[src/rtl/id_exe_reg.sv]
// id_exe_reg: pipeline register between the decode stage and the execute stage.
//
// Captures the decode control word, operand values, immediate fields and
// register indices, and presents them to EXE one cycle later.
//
// Ports
//   clk, rst            rising-edge clock, asynchronous active-high reset
//   flush               load a bubble (all-zero slot, valid_out=0); beats freeze
//   freeze              hold the current slot contents
//   *_in                control word and data fields from decode
//   *_out               registered copies of the *_in fields
//   valid_out           1 when the EXE slot holds a real instruction
//
// Every output is driven straight from a flop, so there is no combinational
// path from input to output. A bubble is bit-identical to the reset state.
module id_exe_reg #(
    parameter int WORD = 32,
    parameter int REGW = 4
) (
    input  logic            clk,
    input  logic            rst,
    input  logic            flush,
    input  logic            freeze,

    input  logic [3:0]      EXE_CMD_in,
    input  logic            WB_EN_in,
    input  logic            MEM_R_EN_in,
    input  logic            MEM_W_EN_in,
    input  logic            B_in,
    input  logic            S_in,
    input  logic [WORD-1:0] PC_in,
    input  logic [WORD-1:0] Val_Rn_in,
    input  logic [WORD-1:0] Val_Rm_in,
    input  logic            imm_in,
    input  logic [11:0]     shift_operand_in,
    input  logic [23:0]     signed_imm_24_in,
    input  logic [REGW-1:0] Dest_in,
    input  logic [REGW-1:0] src1_in,
    input  logic [REGW-1:0] src2_in,
    input  logic            C_in,

    output logic [3:0]      EXE_CMD_out,
    output logic            WB_EN_out,
    output logic            MEM_R_EN_out,
    output logic            MEM_W_EN_out,
    output logic            B_out,
    output logic            S_out,
    output logic [WORD-1:0] PC_out,
    output logic [WORD-1:0] Val_Rn_out,
    output logic [WORD-1:0] Val_Rm_out,
    output logic            imm_out,
    output logic [11:0]     shift_operand_out,
    output logic [23:0]     signed_imm_24_out,
    output logic [REGW-1:0] Dest_out,
    output logic [REGW-1:0] src1_out,
    output logic [REGW-1:0] src2_out,
    output logic            C_out,
    output logic            valid_out
);

    // Priority: rst (async) > flush > freeze > load.
    // Reset and flush clear identically so a bubble can never write the
    // register file, touch memory, branch or update status.
    always_ff @(posedge clk or posedge rst) begin
        if (rst) begin
            EXE_CMD_out       <= '0;
            WB_EN_out         <= 1'b0;
            MEM_R_EN_out      <= 1'b0;
            MEM_W_EN_out      <= 1'b0;
            B_out             <= 1'b0;
            S_out             <= 1'b0;
            PC_out            <= '0;
            Val_Rn_out        <= '0;
            Val_Rm_out        <= '0;
            imm_out           <= 1'b0;
            shift_operand_out <= '0;
            signed_imm_24_out <= '0;
            Dest_out          <= '0;
            src1_out          <= '0;
            src2_out          <= '0;
            C_out             <= 1'b0;
            valid_out         <= 1'b0;
        end else if (flush) begin
            EXE_CMD_out       <= '0;
            WB_EN_out         <= 1'b0;
            MEM_R_EN_out      <= 1'b0;
            MEM_W_EN_out      <= 1'b0;
            B_out             <= 1'b0;
            S_out             <= 1'b0;
            PC_out            <= '0;
            Val_Rn_out        <= '0;
            Val_Rm_out        <= '0;
            imm_out           <= 1'b0;
            shift_operand_out <= '0;
            signed_imm_24_out <= '0;
            Dest_out          <= '0;
            src1_out          <= '0;
            src2_out          <= '0;
            C_out             <= 1'b0;
            valid_out         <= 1'b0;
        end else if (!freeze) begin
            EXE_CMD_out       <= EXE_CMD_in;
            WB_EN_out         <= WB_EN_in;
            MEM_R_EN_out      <= MEM_R_EN_in;
            MEM_W_EN_out      <= MEM_W_EN_in;
            B_out             <= B_in;
            S_out             <= S_in;
            PC_out            <= PC_in;
            Val_Rn_out        <= Val_Rn_in;
            Val_Rm_out        <= Val_Rm_in;
            imm_out           <= imm_in;
            shift_operand_out <= shift_operand_in;
            signed_imm_24_out <= signed_imm_24_in;
            Dest_out          <= Dest_in;
            src1_out          <= src1_in;
            src2_out          <= src2_in;
            C_out             <= C_in;
            valid_out         <= 1'b1;
        end
    end

endmodule
[config.mk]
export PLATFORM = sky130hd
export DESIGN_NAME = id_exe_reg
export DESIGN_NICKNAME = d
export VERILOG_FILES = /design/src/rtl/id_exe_reg.sv
export SDC_FILE = /design/constraint.sdc
export NUM_CORES = 1
export LEC_CHECK = 0
export ABC_AREA = 1
export BUFFER_PORTS_ARGS = -buffer_cell sky130_fd_sc_hd__buf_2
export CORE_AREA = 2 2 124 126
export CTS_BUF_LIST = sky130_fd_sc_hd__clkbuf_8 sky130_fd_sc_hd__clkbuf_16
export DETAILED_ROUTE_END_ITERATION = 8
export DIE_AREA = 0 0 126 128
export GPL_TIMING_DRIVEN = 0
export PLACE_DENSITY_LB_ADDON = 0.3
export SLEW_MARGIN = 40
export SYNTH_ARGS = -nofsm -noshare
export SYNTH_HDL_FRONTEND = slang
export SYNTH_SLANG_ARGS = --single-unit
[constraint.sdc]
create_clock -name clk -period 6.8 [get_ports clk]
set_input_delay 0.68 -clock clk [delete_from_list [all_inputs] [get_ports clk]]
set_output_delay 0.68 -clock clk [all_outputs]
set_load 0.005 [all_outputs]
==> metrics.txt <==
outcome=finished clean; postcts setup bufs=0; Die Width=around 130 um; async set-or-reset flop fraction in the synthesized netlist=100%; top_reg_cell synth=dfrtp_1; Clk pin slew, worst setup/hold paths=60 ps; clk sink count=156; Detailed Route WL=18200 um; Leakage=5.31 nW; Final min period=roughly 1600 ps; DRC errors left=0; Synth top area share=between 60% and 70%; fin cells=1213; GP Congestion=about 0.81; Placed Cells=1181; critical path cell sequence=buf_2; Synth Instances=~680; Iter 0 DRT Violations=~340; CTS-repair resized insts=0; Setup WS pre-CTS=about 5100 ps; Worst Skew=0 ps; FF+latch count, synth=~160; clock tree from TritonCTS=yes; kind of end point of the critical path=output pin; initial antenna violation count=1; Top delay family on crit path=flip-flops; Worst Setup Start Kind=flop; 1st-pass router iterations=4; PortBufs=314; Pwr Total=2.19 mW; share of cells above drive strength 1=38.8%; Clk Latency, worst-skew pair=a little over 400 ps; via count=5828; CTS Buf Count=17; Antenna Nets Post-Route=0; Buf+Inv Stages, Crit Path=1; Pins Over Slew Limit=0; setup violators final=0; Area contributors post-synth=dfrtp_1, nand2_1, nand3_1; Die Ht=128 um; worst-path maximum fanout=2; period utilisation layout=24.2%; relative slew slack=73.6%; critical path arrival=960 ps; Peak VDD IR=146 uV; largest net degree at the start of global routing=80; Synth cell types=9; area grow syn2layout=39.9%; synthesized area=0.00616 sq mm; Final Hold Viols=0; Worst EP required=around 6000 ps; Final Net Count=1171; synth cell count leaders=nand2_1, dfrtp_1, nand3_1; hold buffer count at cts=0; actual slew at the worst max-slew pin=396 ps; Warnings, synthesis=0; GRT Util Overall=a little under a quarter; Wirelength per Cell=15.0 um; Vias/cell=4.80; syn_nets=roughly 840; Max Freq=608 MHz; Max Cap Viol=0; Starting Density=41.4%; pwr/cell area=254 mW/mm^2; CP max-delay cell=dfrtp_1; Bufs on Longest Clock Path=2; Avg Cell Area, Syn=between 9 and 10 sq um; Setup TNS Final=0 ps; crit-path max cell delay=410 ps; H-tree levels=4; post-synthesis sequential area ratio=63.4%; Core ar.=0.0149 sq mm; post-DP HPWL=~14000 um; total grt overflow=0; first-pass GRT wire length=between 20000 and 30000 um; RSZ-0062 raised after global routing=false; Critical Setup Path Class=reg -> out; die area=0.0161 sq mm; most numerous cell in the Yosys netlist=nand2_1; # rows=45; number of synthesized flops with an enable pin=0; leading area contributor after synthesis=dfrtp_1; final worst slack=just over 5000 ps; vias in the first global route=~5700; clock root cell=clkbuf_16; num ports=around 320; Hold WC Path Type=in -> async
==> sequential cells by signal, indices dropped and copies added (netlist names), 4 cells and up <==
| name | cells |
|---|---|
| Dest_out | 4 |
| signed_imm_24_out | 24 |
| PC_out | 32 |
| shift_operand_out | 12 |
| Val_Rm_out | 32 |
| src1_out | 4 |
| EXE_CMD_out | 4 |
| Val_Rn_out | 32 |
| src2_out | 4 |
==> placed cells by master (no fill, tap or decap), types with 2 or more instances in the layout <==
cell        count
clkbuf_8        3
inv_1           4
nand3_1       155
dfrtp_1       156
buf_4           4
bufinv_16       2
buf_2         356
clkinvlp_4      4
nand2_1       310
buf_16          2
clkbuf_16      17
buf_6           5
==> worst paths after layout <==
check / startpoint / to / slack [ps] / depth (start not counted)
min in group clk: flush / valid_out$_DFFE_PP0P_ / 450 / 2
min: rst / Val_Rn_out[4]$_DFFE_PP0P_ / 200 / 2
max reg2reg: src1_out[1]$_DFFE_PP0P_ / src1_out[1]$_DFFE_PP0P_ / 6140 / 2
min reg2reg: Val_Rm_out[24]$_DFFE_PP0P_ / Val_Rm_out[24]$_DFFE_PP0P_ / 500 / 2
max: src1_out[1]$_DFFE_PP0P_ / src1_out[1] / 5160 / 1
max in group asynchronous: rst / PC_out[28]$_DFFE_PP0P_ / 5670 / 4
==> final cells by class <==
type / instances / area [sq um]
Sequential cell: 156 / 3900
Buffer: 51 / 297
Timing Repair Buffer: 316 / 1630
Antenna cell: 1 / 2.50
Multi-Input combinational cell: 467 / 1950
Clock inverter: 11 / 120
Tap cell: 188 / 235
Fill cell: 1396 / 6250
Inverter: 3 / 18.8
Clock buffer: 20 / 467
==> metal layers <==
layer	wire [um]	vias to the layer above	track usage (%)
li1	-	2840	-
met1	7410	2716	28.0
met2	8810	244	37.7
met3	1560	28	7.26
met4	403	0	8.34
met5	0	-	0
==> kinds of logic after synthesis <==
logic type | Yosys count | share of synthesized area (%)
and+or+nand+nor | 466 | 31.5
buffers and inverters | 54 | 5.00
AOI/OAI and AO/OA | 1 | 0.0812
DFF | 156 | 63.4
==> per-stage QoR <==
stage                     instance area [sq um]  hold slack (ps)  util, %
after floorplan                            6160              498        -
final                                      8620              205     58.0
after global routing                       8620              196     58.0
after detailed placement                   8030              489     54.0
after global placement                     7970              484     53.6
after CTS                                  8620              192     58.0
==> report_power, final <==
part | internal (mW) | leakage, nW | total [mW] | switching (mW)
combinational | 0.105 | 2.96 | 0.240 | 0.135
clock | 0.566 | 0.283 | 0.938 | 0.372
sequential | 0.980 | 2.07 | 1.01 | 0.0279
total | 1.65 | 5.31 | 2.19 | 0.535
No activity file was read; power rests on OpenSTA's default activity.
